**src/rtl/cpu_controller.sv**
```systemverilog
// cpu_controller: Moore FSM sequencing fetch/decode/execute strobes for the simple RISC datapath.
// Define CTRL_HALT_EN to build the HALT state for opcode 111; otherwise 111 runs as a NOP.
module cpu_controller #(
  parameter int MEM_WAIT = 1
) (
  input  logic        clk_i,
  input  logic        rst_ni,
  input  logic [15:0] ir_i,
  output logic        loadpc_o,
  output logic        resetpc_o,
  output logic        msel_o,
  output logic        mwrite_o,
  output logic        loadir_o,
  output logic        loadaddr_o,
  output logic [2:0]  nsel_o,
  output logic [1:0]  vsel_o,
  output logic        write_o,
  output logic        loada_o,
  output logic        loadb_o,
  output logic        asel_o,
  output logic        bsel_o,
  output logic        loadc_o,
  output logic        loads_o,
  output logic        halted_o
);
  typedef enum logic [4:0] {
    RST, IF1, IF2, UPD, DEC, WBI, GA, GB, ALUM, ALU, WB, CMPS,
    ADR, LA, MEM_RD, WBM, GBD, MVB, MEM_WR
`ifdef CTRL_HALT_EN
    , HALT
`endif
  } state_e;
  localparam logic [4:0] K_MOVI = 5'b11010, K_MOV = 5'b11000, K_MVN = 5'b10111,
                         K_ADD = 5'b10100, K_AND = 5'b10110, K_CMP = 5'b10101,
                         K_LDR = 5'b01100, K_STR = 5'b10000;
  state_e state_q, state_d;
  logic [2:0] cnt_q, cnt_d;
  logic [4:0] key;
  logic wait_done;
  logic unused_ir;
  assign key = ir_i[15:11];
  assign wait_done = cnt_q == 3'(MEM_WAIT - 1);
  // register fields are consumed by the datapath, not the sequencer
  assign unused_ir = ^ir_i[10:0];
  always_ff @(posedge clk_i or negedge rst_ni)
    if (!rst_ni) begin
      state_q <= RST;
      cnt_q <= '0;
    end else begin
      state_q <= state_d;
      cnt_q <= cnt_d;
    end
  always_comb begin
    state_d = IF1;
    cnt_d = '0;
    case (state_q)
      IF1: begin
        state_d = wait_done ? IF2 : IF1;
        cnt_d = wait_done ? 3'd0 : cnt_q + 3'd1;
      end
      IF2: state_d = UPD;
      UPD: state_d = DEC;
      DEC:
        case (key) inside
          K_MOVI: state_d = WBI;
          K_MOV, K_MVN: state_d = GB;
          K_ADD, K_AND, K_CMP, K_LDR, K_STR: state_d = GA;
`ifdef CTRL_HALT_EN
          5'b111??: state_d = HALT;
`endif
          default: state_d = IF1;
        endcase
      GA: state_d = (key == K_LDR || key == K_STR) ? ADR : GB;
      GB: state_d = (key == K_MOV || key == K_MVN) ? ALUM : key == K_CMP ? CMPS : ALU;
      ALUM, ALU: state_d = WB;
      ADR: state_d = LA;
      LA: state_d = key == K_LDR ? MEM_RD : GBD;
      MEM_RD: begin
        state_d = wait_done ? WBM : MEM_RD;
        cnt_d = wait_done ? 3'd0 : cnt_q + 3'd1;
      end
      GBD: state_d = MVB;
      MVB: state_d = MEM_WR;
`ifdef CTRL_HALT_EN
      HALT: state_d = HALT;
`endif
      default: state_d = IF1;
    endcase
  end
  assign loadpc_o = state_q inside {RST, UPD};
  assign resetpc_o = state_q == RST;
  assign msel_o = state_q inside {IF1, IF2, MEM_RD, MEM_WR};
  assign mwrite_o = state_q == MEM_WR;
  assign loadir_o = state_q == IF2;
  assign loadaddr_o = state_q == LA;
  assign nsel_o = {state_q == GB, state_q inside {WB, WBM, GBD}, state_q inside {GA, WBI}};
  assign vsel_o = {state_q == WBM, state_q == WBI};
  assign write_o = state_q inside {WBI, WB, WBM};
  assign loada_o = state_q == GA;
  assign loadb_o = state_q inside {GB, GBD};
  assign asel_o = state_q inside {ALUM, MVB};
  assign bsel_o = state_q == ADR;
  assign loadc_o = state_q inside {ALUM, ALU, ADR, MVB};
  assign loads_o = state_q == CMPS;
`ifdef CTRL_HALT_EN
  assign halted_o = state_q == HALT;
`else
  assign halted_o = 1'b0;
`endif
endmodule

```
**config.mk**
```make
export PLATFORM = sky130hd
export DESIGN_NAME = cpu_controller
export DESIGN_NICKNAME = d
export VERILOG_FILES = /design/src/rtl/cpu_controller.sv
export SDC_FILE = /design/constraint.sdc
export NUM_CORES = 1
export LEC_CHECK = 0
export ABC_AREA = 1
export BUFFER_PORTS_ARGS = -buffer_cell sky130_fd_sc_hd__buf_2
export CAP_MARGIN = 20
export CORE_MARGIN = 8
export CORE_UTILIZATION = 50
export CTS_CLUSTER_SIZE = 16
export DETAILED_ROUTE_END_ITERATION = 8
export GPL_TIMING_DRIVEN = 0
export MAX_ROUTING_LAYER = met4
export PLACE_DENSITY_LB_ADDON = 0.2
export SLEW_MARGIN = 10
export SYNTH_ARGS = -nofsm -noshare
export SYNTH_HDL_FRONTEND = slang
export SYNTH_SLANG_ARGS = --single-unit
```
**constraint.sdc**
```tcl
create_clock -name clk_i -period 2.3 [get_ports clk_i]
set_input_delay 0 -clock clk_i [delete_from_list [all_inputs] [get_ports clk_i]]
set_output_delay 0 -clock clk_i [all_outputs]
set_load 0.005 [all_outputs]
```
Word level (Yosys, flattened, before mapping)
Index checks and enable logic that the tools add are counted.
Widths: inputs -> output; s select.
Word-level totals
  bits of input ports: 18
  output and inout bits: 19
  register bits after elaboration: 8
Cells by class
  equal/unequal tests: 26
  reduce and logical (&&, ||, !) cells: 16
  muxes and demuxes: 12
  add/sub/neg operators: 1
Operators with widths (number)
  $pmux 5 s12: 1
  $eq 5x5->1 const B: 10
  $eq 5x4->1 const B: 9
  $eq 5x3->1 const B: 4
  $mux 3: 5
  $eq 5x2->1 const B: 2
  $reduce_bool 2->1: 4
  $reduce_bool 4->1: 2
  $mux 2: 3
  $reduce_bool 3->1: 2
  $reduce_or 2->1: 3
  $eq 5x1->1 const B: 1
  $logic_not 5->1: 1
  $mux 5: 1
  $reduce_or 5->1: 1
  $mux 4: 1
  $add 3x1->3 const B: 1
  $logic_not 3->1: 1
  $logic_or 1x1->1: 2
  $mux 1: 1

Longest topological paths before layout
Gate-level depths: netlist of run 1.
  word-level depth: 6
  depth in mapped cells: 10

Least setup slack after synthesis of run 1
OpenSTA, ideal clock, no wires.
  kind: register -> register
  start: register state_q[1]
  end: register state_q[0]
  arrival: 1.049 ns
  cell stages (with the launch flop): 8
  path buffers: 1
  setup slack: 1.125 ns
  data required time: 2.175 ns
  path through: dfrtp_1 -> buf_6 -> nor2_2 -> nand3_1 -> nand2_1 -> nor2_1 -> nand3_1 -> nand3_1
Between the ends
  cells in the longest elaborated chain, start to end: 3
  elaborated cells between the ends (all ways): 15
RTL lines
  from (decl): line 36  | state_e state_q, state_d;
  from (signal assigned): line 50  | state_q <= state_d;
  $eq 5x4->1: line 56  | case (state_q)
  $reduce_or 2->1: line 56
  $pmux 5 s12 (*): line 56
  named net state_d[0]: line 36
Mark *: on every way through the listed nets, which the timed path passes. The rest lies on a longest branch.

Worst setup path in the final report of run 1
  start: register state_q[1]
  end: output port msel_o
Between the ends
  cells in the longest elaborated chain, start to end: 2
  elaborated cells between the ends (all ways): 5
RTL lines
  $eq 5x1->1 (tied with other cells): line 92  | assign msel_o = state_q inside {IF1, IF2, MEM_RD, MEM_WR};
  $reduce_bool 4->1 (*): line 92
  to (decl): line 11  | output logic msel_o,
Mark *: on every way between the ends. The rest lies on a longest branch, timed or not.

==> run_results.csv, run 1 <==
group,metric,value,unit
outcome,outcome,"finished clean",
timing,fin_crit,1.549,ns
setup_path,slowest_delay,0.33,ns
drt,wl_met2,1125,um
drt,wl_met3,130,um
drt,drt_iter0_drc,25,
timing,max_freq,0.6456,GHz
clock_tree,clk_pin_slew,0.05,ns
die,rows,15,
clock_tree,cts_setup_buffers,0,
die,core-area,0.001670,mm^2
die,initial_core_util,51.69,%
cells_and_area,nFillCells,184,
clock_tree,cts_inserted_buffers,3,
die,ios,37,
power,p_leak,0.6710,nW
drt,routed_via_density,5.333,
clock_tree,cts_tree,"yes",
drt,postRouteAntennaNets,0,
cells_and_area,final_area,0.001037,mm^2
die,die_x,57.56,um
drt,via_count,1024,
setup_path,arrival,1.55,ns
drt,drc,0,
cells_and_area,fin_cells,192,
cells_and_area,final_nets,197,
setup_path,cp_slowest_cell,"dfrtp_1",
grt,grt_usage,14.88,%
grt,grt_pass1_wl,3926,um
synthesis,syn_area_per_cell,5.873,um^2
clock_tree,root_buffer,"clkbuf_4",
setup_path,worstSetupEndpointType,"output port",
clock_tree,cts_resized,0,
power,power.density,968.9,mW/mm^2
synthesis,syn_nets,167,
drt,wirelength,2273,um
setup_path,crit_fanout,8,
setup_path,cp_cell_sequence,"buf_6 > inv_2 > nor2_1 > nand3_1 > nand2_1 > inv_1 > nand2_1 > buf_2",
synthesis,ys_seq_area_share,23.19,%
drt,dr.pass1.iters,4,
synthesis,synth_seq_cells,8,
clock_tree,insertion_delay,0.25,ns
synthesis,synth_cell_types,20,
placed_design,numPortBuffers,24,
job,drv_cap,0,
clock_tree,cts_hold_buf,1,
setup_path,crit_path_frequent_cell,"nand2_1",
grt,gr-total-overflow,0,
die,die_h,57.56,um
cells_and_area,drive_gt1_share,24.00,%
cells_and_area,multi_input_area,546.8,um^2
drt,highest_layer,"met3",
synthesis,yosysWarnings,0,
clock_tree,clockBufferDepth,2,
placed_design,dp.final_hpwl,1918,um
synthesis,synthCells,147,
power,power,1.005,mW
grt,antenna_found_initial,0,
drt,met1_length,1016,um
placed_design,gp_congestion,0.9587,
setup_path,start_kind,"register",
placed_design,placedCellCount,188,
cells_and_area,ff_latch_area,200.2,um^2
timing,period_share,67.35,%
synthesis,syn_area,863.3,um^2
timing,drv_slew,0,
drt,wl_per_cell,11.84,um
timing,grt_setup_unrepaired,"false",
grt,grt_max_degree,11,
setup_path,crit_required,2.30,ns
die,die_area,0.003313,mm^2
clock_tree,cts_max_level,1,
timing,tns,0,ns
power,ir_worst_vdd,0.4493,mV
timing,skew,0.003083,ns
timing,setup_viol_count_final,0,
cells_and_area,area_growth,20.14,%
timing,hold_ws,0.1171,ns
min_path,hold_path_class,"in -> async",
timing,final-hold-violation-count,0,
cells_and_area,diodes,0,
clock_tree,cts_sinks,8,
grt,grt_pass1_vias,925,
setup_path,crit_type,"reg -> out",
placed_design,placed_area,0.001005,mm^2
cells in the final DEF (no fill, tap or decap), drive strengths merged:
cell / instances
xnor2: 1
dfrtp: 8
conb: 1
nand2: 32
a21oi: 2
ha: 2
clkbuf: 3
buf: 28
dlygate4sd3: 1
nand3: 29
nor4: 1
and3: 1
nand4: 2
o21ai: 4
inv: 21
nor2: 38
a31oi: 1
routing by layer:
| metal | track usage, % | up-vias |
|---|---|---|
| met4 | 1.071 | 0 |
| met3 | 4.933 | 0 |
| met5 | - | - |
| li1 | - | 522 |
| met2 | 24.92 | 32 |
| met1 | 17.50 | 470 |
logic make-up (layout without fill, tap and decap cells):
family	after synthesis	after routing	share of synthesized area, %
AOI/OAI and AO/OA	7	7	4.204
buffers and inverters	25	53	13.48
adders and majority gates	2	2	2.898
xor gates and xnor gates	1	1	1.015
DFF	8	8	23.19
and+or+nand+nor	103	103	54.78
other	1	1	0.4344
report_power, final:
part / switching, mW / internal (mW) / total (mW)
clock: 0.0476 / 0.0597 / 0.107
combinational: 0.429 / 0.252 / 0.681
sequential: 0.0392 / 0.178 / 0.217
total: 0.516 / 0.489 / 1.00
area by class of cell:
class / count / share of cell area [%]
sequential: 8 / 19.30
buffer: 4 / 3.619
multi-input combinational: 114 / 52.71
inverter: 21 / 7.600
tap: 17 / 2.051
timing repair buffer: 25 / 12.55
clock buffer: 3 / 2.171
worst max-delay path: cells and delay by family (launching register included):
family	cells	cell delay, ns
buffers and inverters	4	0.34
and+or+nand+nor	4	0.62
DFF	1	0.33
through the flow:
stage / setup WS [ns] / util (%)
after floorplan: 1.125 / -
after detailed placement: 0.9563 / 60.15
after CTS: 0.7649 / 62.10
after global routing: 0.6428 / 62.10
after global placement: 0.9790 / 60.15
final: 0.7510 / 62.10
worst paths after layout:
path	from	endpoint	slack, ns	cells after the start
worst max register to register	state_q[1]	state_q[0]	0.94	8
worst min register to register	cnt_q[0]	cnt_q[0]	0.46	1
worst max-delay path	state_q[1]	msel_o	0.75	8
max in group asynchronous	rst_ni	state_q[2]	2.02	2
worst min-delay path	rst_ni	cnt_q[0]	0.12	2
min in group clk_i	ir_i[15]	state_q[1]	0.21	5
registers in the layout, indices dropped and copies added (netlist names):
name,count
cnt_q,3
state_q,5
synthesized netlist by cell type:
| cell | count | area share [%] |
|---|---|---|
| a21oi_1 | 2 | 1.2 |
| a31oi_1 | 1 | 0.73 |
| and3_1 | 1 | 0.73 |
| buf_4 | 2 | 1.7 |
| buf_6 | 2 | 2.6 |
| conb_1 | 1 | 0.43 |
| dfrtp_1 | 8 | 23 |
| ha_1 | 2 | 2.9 |
| inv_1 | 18 | 7.8 |
| inv_2 | 3 | 1.3 |
| nand2_1 | 32 | 14 |
| nand3_1 | 27 | 16 |
| nand3_2 | 2 | 2.3 |
| nand4_1 | 2 | 1.4 |
| nor2_1 | 32 | 14 |
| nor2_2 | 3 | 2.2 |
| nor2_4 | 3 | 3.9 |
| nor4_1 | 1 | 0.73 |
| o21ai_0 | 4 | 2.3 |
| xnor2_1 | 1 | 1.0 |
Note: power is estimated with default switching activity, not from simulation.
==> run 2: changes to the inputs <==
Settings changed: ABC_AREA 1 to 0, CORE_UTILIZATION 50 to 48.
Clock period 2.3 ns to 1.6 ns, I/O delays scaled along.
==> run_results.csv, run 2 <==
group,metric,value,unit
outcome,outcome,"finished clean",
grt,grt_pass1_vias,986,
cells_and_area,nFillCells,188,
clock_tree,clockBufferDepth,2,
synthesis,synth.top_cell.area_share,20.97,%
synthesis,synth_cell_types,51,
placed_design,gp_congestion,0.9185,
min_path,hold_path_class,"in -> async",
synthesis,synth_top_area_cell,"dfrtp_1",
setup_path,crit_fanout,5,
grt,grt_max_degree,11,
job,drv_cap,0,
synthesis,synthCells,127,
drt,via_count,1070,
drt,routed_via_density,5.815,
die,rows,16,
clock_tree,cts_inserted_buffers,3,
cells_and_area,mostFrequentLayoutCells,"buf_2 (24), nor2_1 (14), nand2_1 (9)",
synthesis,synth_common_cells,"nor2_1 (17), nand2_1 (9), dfrtp_1 (8)",
clock_tree,cts_tree,"yes",
die,initial_core_util,49.67,%
synthesis,yosysWarnings,0,
grt,grt_usage,15.75,%
clock_tree,clk_pin_slew,0.05,ns
timing,final-hold-violation-count,0,
drt,drt_iter0_drc,44,
clock_tree,root_buffer,"clkbuf_4",
cells_and_area,final_nets,179,
grt,antenna_found_initial,0,
synthesis,syn_area_per_cell,7.517,um^2
setup_path,start_kind,"register",
cells_and_area,diodes,0,
drt,wl_met3,218,um
cells_and_area,top_regs,"state_q (5), cnt_q (3)",
cells_and_area,final_area,0.001216,mm^2
setup_path,r2r_slack,0.005,ns
placed_design,dp.final_hpwl,2086,um
die,ios,37,
synthesis,synth-edff-count,0,
synthesis,syn_area,954.7,um^2
synthesis,ys_seq_area_share,20.97,%
placed_design,placed_area,0.001109,mm^2
setup_path,crit_type,"reg -> reg",
power,ir_worst_vdd,0.7429,mV
cells_and_area,area_growth,27.39,%
timing,drv_slew,0,
cells_and_area,final_common_cell,"buf_2",
drt,met1_length,1101,um
placed_design,numPortBuffers,24,
timing,grt_setup_unrepaired,"true",
clock_tree,insertion_delay,0.25,ns
clock_tree,cts_sinks,8,
power,p_leak,0.5665,nW
grt,grt_pass1_wl,4416,um
timing,hold_ws,0.1280,ns
setup_path,crit_required,1.73,ns
synthesis,yosysMostFrequentCell,"nor2_1",
die,die_h,60.60,um
die,die_x,60.60,um
drt,wl_per_cell,14.64,um
timing,max_freq,0.6268,GHz
synthesis,synth-main-ff-cell,"dfrtp_1",
drt,drc,0,
clock_tree,cts_max_level,1,
drt,postRouteAntennaNets,0,
power,power.density,1414,mW/mm^2
synthesis,synth_seq_cells,8,
setup_path,worstSetupEndpointType,"register",
synthesis,syn_nets,147,
cells_and_area,largest-register,"state_q",
drt,wirelength,2694,um
die,core-area,0.001922,mm^2
synthesis,async_flop_share,100.0,%
drt,highest_layer,"met4",
timing,setup_viol_count_final,0,
drt,wl_met2,1359,um
setup_path,arrival,1.72,ns
drt,dr.pass1.iters,4,
timing,skew,0.004075,ns
synthesis,synth_area_leaders,"dfrtp_1 (21%), nor2_1 (6.7%), nand2b_1 (3.9%)",
timing,period_share,99.71,%
grt,gr-total-overflow,0,
die,die_area,0.003672,mm^2
cells_and_area,drive_gt1_share,35.67,%
cells_and_area,largest_reg_flops,5,
timing,fin_crit,1.595,ns
## run 2: changes by cell type in the layout (fill, tap and decap cells not counted), sizes merged, moves of 5 or more
cell,delta
inv,-14
a21oi,+5
nand3,-27
nor3,+7
nand2b,+6
nand2,-23
nor2,-21
buf,+5
## run 2: cells by family after synthesis
family | Yosys count | share of synthesized area [%]
compound gates | 29 | 22.28
simple gates | 68 | 42.73
flops | 8 | 20.97
mux | 1 | 1.049
fa+ha+maj | 2 | 2.621
xor+xnor | 2 | 1.835
buf+inv | 16 | 8.124
other cells | 1 | 0.3928
## run 2: final cells by class
type	count	area (um^2)	share of cell area (%)
multi-input cells	103	705.7	58.02
inverters	7	26.28	2.160
repair buffers	27	145.1	11.93
well taps	27	33.78	2.778
plain buffers	9	78.83	6.481
clock buffers	3	22.52	1.852
flip-flops and latches	8	203.9	16.77
## run 2: metal layers
layer / up-vias / GRT usage (%)
li1: 523 / -
met1: 496 / 19.05
met2: 49 / 26.40
met3: 2 / 3.602
met4: 0 / 2.326
met5: - / -
## run 2: power by group
group / internal, mW / switching (mW) / leakage [nW]
registers: 0.259 / 0.0723 / 0.102
clock network: 0.0857 / 0.0660 / 0.0138
logic: 0.555 / 0.682 / 0.451
## run 2: path summary, 6_finish.rpt
path	depth (start not counted)	from	to
hold / removal	2	rst_ni	cnt_q[2]
min in group clk_i	4	ir_i[12]	state_q[1]
max in group asynchronous	2	rst_ni	state_q[0]
hold reg to reg	1	cnt_q[0]	cnt_q[0]
setup reg to reg	5	state_q[0]	state_q[0]
setup / recovery	5	state_q[0]	state_q[0]
## run 2: through the flow
stage | cells | setup WS, ns | TNS, ns | utilization [%] | power, mW
2_1_floorplan | 127 | 0.1866 | 0 | - | 1.079
3_3_place_gp | 178 | 0.02350 | 0 | 57.68 | 1.383
3_5_place_dp | 178 | -0.005596 | -0.005596 | 57.68 | 1.408
4_1_cts | 182 | 0.01323 | 0 | 59.90 | 1.589
5_1_grt | 184 | -0.02005 | -0.04737 | 63.28 | 1.852
6_report | 184 | 0.004648 | 0 | 63.28 | 1.719
## run 2: repair_timing
item	4_1_cts	5_1_grt
gates resized for setup	5	18
endpoints found under the hold margin	8	0
hold buffers	1	0
endpoints found under the setup margin	4	13
setup buffers	0	2
## run 2: critical path: stages (launching register included)
cell and delay, ns:
dfrtp_2 0.43, buf_4 0.16, or3_1 0.35, nor2_2 0.16
nor3_1 0.08, a211o_1 0.30
